[config.mk]
export PLATFORM = sky130hd
export DESIGN_NAME = mem_stage_lsu
export DESIGN_NICKNAME = d
export VERILOG_FILES = /design/src/rtl/mem_stage_lsu.sv
export SDC_FILE = /design/constraint.sdc
export NUM_CORES = 1
export LEC_CHECK = 0
export CAP_MARGIN = 30
export CORE_MARGIN = 1.5
export CORE_UTILIZATION = 50
export DETAILED_ROUTE_END_ITERATION = 8
export MAX_ROUTING_LAYER = met4
export PLACE_DENSITY_LB_ADDON = 0.3
export SKIP_CTS_REPAIR_TIMING = 1
export SYNTH_ARGS = -nofsm -noshare
export SYNTH_HDL_FRONTEND = slang
export SYNTH_SLANG_ARGS = --single-unit
export TNS_END_PERCENT = 30
[constraint.sdc]
create_clock -name clk -period 4.85 [get_ports clk]
set_input_delay 1.455 -clock clk [delete_from_list [all_inputs] [get_ports clk]]
set_output_delay 1.455 -clock clk [all_outputs]
set_load 0.03 [all_outputs]
[src/rtl/mem_stage_lsu.sv]
// MEM-stage load/store unit: drives a req/ack data bus with a watchdog and registers the MEM/WB fields.
// Build option: define MEM_MISALIGN_TRAP_EN to fault misaligned H/HU/W accesses instead of issuing them.
module mem_stage_lsu #(
   parameter int unsigned MAX_WAIT = 15
) (
   input  logic        clk,
   input  logic        reset,
   input  logic        ex_valid,
   input  logic        ex_mem_read,
   input  logic        ex_mem_write,
   input  logic        ex_reg_write,
   input  logic [2:0]  ex_funct3,
   input  logic [31:0] ex_addr,
   input  logic [31:0] ex_store_data,
   input  logic [4:0]  ex_rd,
   output logic        stall,
   output logic        dmem_req,
   output logic        dmem_we,
   output logic [31:0] dmem_addr,
   output logic [3:0]  dmem_be,
   output logic [31:0] dmem_wdata,
   input  logic        dmem_ack,
   input  logic [31:0] dmem_rdata,
   output logic        wb_valid,
   output logic        wb_reg_write,
   output logic [4:0]  wb_rd,
   output logic [31:0] wb_data,
   output logic        mem_fault
);

   typedef enum logic {IDLE, BUS} state_t;

   state_t      state, state_nxt;
   logic [7:0]  wait_cnt;
   logic [2:0]  f3_q;
   logic [1:0]  lane_q;
   logic [4:0]  rd_q;
   logic        rw_q, load_q;

   logic        mem_op, f3_bad, misalign, fault_now, accept, expire;
   logic [3:0]  be_nxt;
   logic [31:0] wdata_nxt, load_data;
   logic [7:0]  lane_byte;
   logic [15:0] lane_half;

   always_comb begin
      mem_op = ex_valid & (ex_mem_read | ex_mem_write);
      f3_bad = (ex_funct3 == 3'b011) | (ex_funct3 == 3'b110) | (ex_funct3 == 3'b111);
`ifdef MEM_MISALIGN_TRAP_EN
      misalign = ((ex_funct3[1:0] == 2'b01) & ex_addr[0]) |
                 ((ex_funct3[1:0] == 2'b10) & (ex_addr[1:0] != 2'b00));
`else
      misalign = 1'b0;
`endif
      fault_now = mem_op & (f3_bad | misalign);
      accept    = (state == IDLE) & mem_op & ~fault_now;
      expire    = (state == BUS) & ~dmem_ack & (wait_cnt == 8'(MAX_WAIT - 1));
   end

   // Byte enables and lane replication follow the access size for loads and stores alike.
   always_comb begin
      be_nxt    = 4'b1111;
      wdata_nxt = ex_store_data;
      case (ex_funct3[1:0])
         2'b00: begin
            be_nxt    = 4'b0001 << ex_addr[1:0];
            wdata_nxt = {4{ex_store_data[7:0]}};
         end
         2'b01: begin
            be_nxt    = ex_addr[1] ? 4'b1100 : 4'b0011;
            wdata_nxt = {2{ex_store_data[15:0]}};
         end
         default: ;
      endcase
   end

   always_comb begin
      lane_byte = dmem_rdata[{lane_q, 3'b000} +: 8];
      lane_half = lane_q[1] ? dmem_rdata[31:16] : dmem_rdata[15:0];
      case (f3_q)
         3'b000:  load_data = {{24{lane_byte[7]}}, lane_byte};
         3'b100:  load_data = {24'b0, lane_byte};
         3'b001:  load_data = {{16{lane_half[15]}}, lane_half};
         3'b101:  load_data = {16'b0, lane_half};
         default: load_data = dmem_rdata;
      endcase
   end

   always_ff @(posedge clk or negedge reset) begin
      if (!reset) state <= IDLE;
      else        state <= state_nxt;
   end

   // Faulting accesses never enter BUS, so they do not hold the pipeline.
   always_comb begin
      state_nxt = state;
      stall     = 1'b0;
      case (state)
         IDLE: begin
            stall = accept;
            if (accept) state_nxt = BUS;
         end
         BUS: begin
            stall = ~dmem_ack & ~expire;
            if (dmem_ack | expire) state_nxt = IDLE;
         end
         default: state_nxt = IDLE;
      endcase
      if (!reset) stall = 1'b0;
   end

   always_ff @(posedge clk or negedge reset) begin
      if (!reset) begin
         dmem_req     <= 1'b0;
         dmem_we      <= 1'b0;
         dmem_addr    <= '0;
         dmem_be      <= '0;
         dmem_wdata   <= '0;
         wait_cnt     <= '0;
         f3_q         <= '0;
         lane_q       <= '0;
         rd_q         <= '0;
         rw_q         <= 1'b0;
         load_q       <= 1'b0;
         wb_valid     <= 1'b0;
         wb_reg_write <= 1'b0;
         wb_rd        <= '0;
         wb_data      <= '0;
         mem_fault    <= 1'b0;
      end else begin
         wb_valid     <= 1'b0;
         wb_reg_write <= 1'b0;
         mem_fault    <= 1'b0;
         case (state)
            IDLE: begin
               if (fault_now) begin
                  wb_valid  <= 1'b1;
                  mem_fault <= 1'b1;
                  wb_rd     <= ex_rd;
                  wb_data   <= '0;
               end else if (mem_op) begin
                  dmem_req   <= 1'b1;
                  dmem_we    <= ex_mem_write;
                  dmem_addr  <= {ex_addr[31:2], 2'b00};
                  dmem_be    <= be_nxt;
                  dmem_wdata <= wdata_nxt;
                  wait_cnt   <= '0;
                  f3_q       <= ex_funct3;
                  lane_q     <= ex_addr[1:0];
                  rd_q       <= ex_rd;
                  rw_q       <= ex_reg_write;
                  load_q     <= ~ex_mem_write;
               end else if (ex_valid) begin
                  wb_valid     <= 1'b1;
                  wb_data      <= ex_addr;
                  wb_rd        <= ex_rd;
                  wb_reg_write <= ex_reg_write;
               end
            end
            BUS: begin
               if (dmem_ack) begin
                  dmem_req <= 1'b0;
                  wb_valid <= 1'b1;
                  wb_rd    <= rd_q;
                  if (load_q) begin
                     wb_data      <= load_data;
                     wb_reg_write <= rw_q;
                  end else begin
                     wb_data <= '0;
                  end
               end else if (expire) begin
                  dmem_req  <= 1'b0;
                  wb_valid  <= 1'b1;
                  mem_fault <= 1'b1;
                  wb_rd     <= rd_q;
                  wb_data   <= '0;
               end else begin
                  wait_cnt <= wait_cnt + 8'd1;
               end
            end
            default: ;
         endcase
      end
   end

endmodule

; ---- Word-level counts from Yosys, hierarchy flattened
; Cells that the tools add are included.
[word_totals]
output_inout_bits = 111
input_bits = 111
word_cells = 105
register_bits = 129
[classes]
shift = 2
eq_ne = 15
muxes = 48
n_reduce_logical = 6
n_bitwise = 16
addsub = 1
[op_table]
columns = operator, count
row1 = $mux W32, 6
row2 = $pmux W32 S2, 2
row3 = $pmux W32 S4, 1
row4 = $mux W8, 4
row5 = $shiftx A32 B6 Y8, 1
row6 = $mux W5, 5
row7 = $mux W1, 19
row8 = $mux W16, 1
row9 = $pmux W8 S2, 1
row10 = $eq A3 B3 Y1 const B, 4
row11 = $pmux W1 S2, 6
row12 = $pmux W5 S2, 1
row13 = $reduce_and A3 Y1, 3
row14 = $add A8 B1 Y8 const B, 1
row15 = $eq A8 B4 Y1 const B, 1
row16 = $ne A2 B2 Y1 const B, 4
row17 = $pmux W4 S2, 1
row18 = $and A1 B1 Y1, 7
row19 = $ne A3 B3 Y1 const B, 2
row20 = $not A1 Y1, 5
row21 = $mux W4, 1
row22 = $or A1 B1 Y1, 4
row23 = $reduce_and A4 Y1, 1
row24 = $shl A1 B2 Y4 const A, 1
row25 = other kinds (6), 6

; ---- Depth between registers and ports, before layout
; Gate-level depths: netlist of the first run.
[depth]
depth_word = 8
ltp_mapped = 8
ltp_nobuf = 6

; ---- Worst setup path before layout of the first run
; Ideal clock, no wire load.
[synth_path]
path_kind = in2out
startpoint = input port ex_funct3[0]
endpoint = output port stall
t_arrival_ns = 2.781
setup_slack_ns = 0.614
required_time_ns = 3.395
path_stages = 6
cell_sequence = o21a_1 > or3b_1 > buf_4 > clkbuf_1 > nand2_1 > and2_1
[synth_between]
elab_chain_len = 8
word_cells_on_any_way = 10
classes_between = eq/ne: 3 / mux: 2 / bitwise: 5
[synth_lines]
columns = element, line_no
row1 = "start, declared", 12  ; input logic [2:0] ex_funct3,
row2 = $eq A3 B2 Y1 / $eq A3 B3 Y1 (equally long branches), 48  ; f3_bad = (ex_funct3 == 3'b011) | (ex_funct3 == 3'b110) | (ex_funct3 == 3'b111);
row3 = $or A1 B1 Y1, 48
row4 = $or A1 B1 Y1 *, 48
row5 = $and A1 B1 Y1 *, 55  ; fault_now = mem_op & (f3_bad | misalign);
row6 = $not A1 Y1 (no line) *, n/a
row7 = $and A1 B1 Y1 *, 56  ; accept = (state == IDLE) & mem_op & ~fault_now;
row8 = $pmux W1 S2 *, 98  ; case (state)
row9 = $mux W1 *, 109  ; if (!reset) stall = 1'b0;
row10 = "end, declared", 16  ; output logic stall,
; Every way passes the cells marked *; elsewhere a longest branch is shown, timed or not.

; ---- Worst setup path after layout of the first run
[layout_path]
startpoint = input port ex_valid
endpoint = output port stall
[layout_between]
elab_chain_len = 6
word_cells_on_any_way = 7
classes_between = mux: 2 / bitwise: 5
[layout_lines]
columns = element, line_no
row1 = "start, declared", 8  ; input logic ex_valid,
row2 = $and A1 B1 Y1 *, 47  ; mem_op = ex_valid & (ex_mem_read | ex_mem_write);
row3 = $and A1 B1 Y1, 55
row4 = $not A1 Y1 (no line), n/a
row5 = $and A1 B1 Y1 *, 56
row6 = $pmux W1 S2 *, 98
row7 = $mux W1 *, 109
; Marked as above.

==> results by group, run 1 <==
Status
  – Status: complete, no violations

Finish
  – Share of layout cells above drive strength 1: 0.120
  – Diode count: 0
  – Non-Filler Instances: ~1000
  – Fin area: roughly 9400 um^2
  – Synth-to-layout area growth: 43.1%
  – Most frequent cells in the layout: clkdlybuf4s50_1 (217), dfrtp_1 (129), nand2_1 (74)
  – Layout Nets: 935
  – Filler Cell Count: just over 900
  – Most common cell after layout, fill and taps aside: clkdlybuf4s50_1

Route
  – Via count: a little under 6000
  – DRT antenna net count: 0
  – Vias per inst: about 6
  – Routed wirelength normalized by instance count: just under 20 um
  – Drt first pass iters: 5
  – Wirelength, routed: between 15000 and 20000 um
  – Initial DRC Count: around 410
  – Drt drc: 0

Worst hold path
  – Hold crit path type: reg2reg

Placement
  – Post-DP Area: around 8800 um^2
  – Hpwl dp: approximately 14000 um
  – Cells after DPL: ~970
  – GPL Wtd Cong: approximately 0.90
  – Port bufs: 219

CTS
  – Clk root buf: clkbuf_16
  – Worst-Skew Late Latency: 0.41 ns
  – TritonCTS Buffers: 17
  – CTS tree: done
  – Reg clk slew, reported paths: roughly 0.05 ns
  – CTS Buffer Depth: 2
  – Sinks on Clock Net: approximately 130
  – Clock H-tree levels: 4

GRT
  – Total track usage: 0.293
  – Global-route wire length before repair: a little over 30000 um
  – Vias in the first global route: between 5000 and 6000
  – Total gr overflow: 0
  – Initial antenna violation count: 0
  – Largest net degree at the start of global routing: 75

Synth
  – Register area share after synthesis: 0.491
  – Synth unique cells: 46
  – Leading area contributor after synthesis: dfrtp_1
  – Top cell type's share of synthesized area: 0.491
  – Synth Flop Type: dfrtp_1
  – Synth warnings: 0
  – Post-synth EDFFs: 0
  – Avg Cell Area, Syn: ~11 um^2
  – Asr flop ratio synth: 1.00
  – Mapped cell area: between 6000 and 7000 um^2
  – Gate Count Post-Synth: ~630
  – Synth Register Bits: between 100 and 150
  – Top cells by area, synth: dfrtp_1 (49%), mux2_4 (11%), mux2i_1 (5.8%), o21ai_0 (4.6%), nand2_1 (4.2%)

Floorplanning
  – I/O pins: approximately 220
  – Core Area: about 13000 um^2
  – Horiz. Die Dim: between 100 and 150 um
  – Die span in y: 118 um
  – Initial core utilization: 0.517
  – Row count: 41
  – Full die area: 13900 um^2

Timing
  – Clock period minus worst slack: roughly 4.4 ns
  – Fmax: roughly 230 MHz
  – # setup viols final: 0
  – Final hold violation count: 0
  – WHS: around 0.48 ns
  – Slew Viols, Final: 0
  – Worst Tran Pin Value: approximately 0.9 ns
  – Slew margin rel.: 0.393
  – Final period util: 0.913
  – RSZ-0062 raised after global routing: no
  – Clk_skew: about 0.0053 ns
  – Setup TNS: 0 ns

Pwr
  – Max VDD drop: about 260 uV
  – Leak Pwr: ~4.1 nW
  – PD cells: roughly 500 nW/um^2

Critical path
  – Crit path DAT: slightly below 3 ns
  – Crit-path max FO: 4
  – Crit path cell chain: clkdlybuf4s50_1 > nor2b_1 > or3b_4 > nand2_1 > and2_1 > buf_4
  – Startpoint types: primary input
  – Endpoint class of the critical path: primary output
  – Crit path kind: in2out
  – CP max-delay cell: clkdlybuf4s50_1
  – Slowest cell delay on critical path: 0.47 ns
  – Req. time, crit path: around 3.4 ns

Flow run
  – Max cap viols: 0
==> critical path, delay by kind of cell <==
family	cells	cell delay, ns
buf+inv	2	0.62
simple gates	4	0.90
==> per-stage QoR <==
step                      worst slack, ns   util  power, mW
after detailed placement            0.443  0.692       3.37
after global placement              0.464  0.692       3.32
after CTS                           0.426  0.738       4.64
final                               0.420  0.740       4.64
after floorplan                     0.614      -       2.60
after global routing                0.361  0.740       4.83
==> routing by layer <==
| layer | vias to the layer above | GRT usage | routed length (um) |
|---|---|---|---|
| li1 | 2651 | - | - |
| met1 | 2900 | 0.358 | 8100 |
| met2 | 285 | 0.474 | 9710 |
| met3 | 31 | 0.0727 | 1480 |
| met4 | 0 | 0.108 | 375 |
| met5 | - | - | 0 |
==> path summary, 6_finish.rpt <==
path                                start              to  slack (ns)  cells after the start
setup reg to reg                    state   dmem_wdata[1]        1.83                      5
max in group asynchronous           reset  dmem_wdata[30]        2.26                      3
hold reg to reg            dmem_wdata[23]  dmem_wdata[23]        0.48                      2
hold / removal             dmem_wdata[23]  dmem_wdata[23]        0.48                      2
setup / recovery                 ex_valid           stall        0.42                      6
min in group asynchronous           reset   dmem_addr[13]        1.22                      2
==> sequential cells by signal (all words and copies together) (netlist names) <==
register,cells
dmem_addr,30
dmem_be,4
dmem_req,1
dmem_wdata,32
dmem_we,1
f3_q,3
lane_q,2
load_q,1
mem_fault,1
rd_q,5
rw_q,1
state,1
wait_cnt,8
wb_data,32
wb_rd,5
wb_reg_write,1
wb_valid,1
==> cell usage after synthesis, types with 2 or more instances <==
master      n
xor2_1      4
and3_1      3
buf_4       3
a32o_1      3
nor3_1     38
o21ai_0    61
nor2b_1     4
ha_1        2
buf_1       2
o32a_1      2
buf_6       6
mux2i_1    38
nand4_1     3
or2_2       4
inv_1       6
dfrtp_1   129
nand3_1     4
o21a_1     10
nor3b_1     7
clkbuf_1   30
nand2b_1    3
a221o_1     7
buf_2      12
a21oi_1    40
a211o_1     2
a32oi_1     7
nand2_1    74
o22ai_1     8
nor2_1     23
mux2_4     50
a31oi_1    25
o21ai_1     2
==> cells by family after synthesis <==
family | synth area share
AOI/OAI and AO/OA | 0.157
and+or+nand+nor | 0.122
DFF | 0.491
muxes | 0.175
buffers and inverters | 0.0445
xor gates and xnor gates | 0.00532
adders and majority gates | 0.00380
other | 0.000570
==> report_power, final <==
group	switching, mW	total, mW	internal, mW
registers	0.200	1.55	1.35
logic	1.01	1.83	0.823
clock network	0.440	1.26	0.820
==> cell type report <==
type	count	area [um^2]	share of cell area
clock buffer	26	509	0.0541
timing repair buffer	229	2290	0.243
clock inverter	5	75.1	0.00797
inverter	6	22.5	0.00239
tap	172	215	0.0229
sequential	129	3230	0.343
multi-input combinational	439	3080	0.327
No activity file was read; power rests on OpenSTA's default activity.
==> run 2: changes to the inputs <==
--- a/config.mk
+++ b/config.mk
@@ -9,10 +9,11 @@
 export CORE_MARGIN = 1.5
 export CORE_UTILIZATION = 50
 export DETAILED_ROUTE_END_ITERATION = 8
+export GPL_ROUTABILITY_DRIVEN = 0
 export MAX_ROUTING_LAYER = met4
 export PLACE_DENSITY_LB_ADDON = 0.3
 export SKIP_CTS_REPAIR_TIMING = 1
 export SYNTH_ARGS = -nofsm -noshare
 export SYNTH_HDL_FRONTEND = slang
 export SYNTH_SLANG_ARGS = --single-unit
-export TNS_END_PERCENT = 30
+export TNS_END_PERCENT = 1
==> results of run 2 <==
Same layout as run 1: the final DEF is identical, and so are final timing and power.
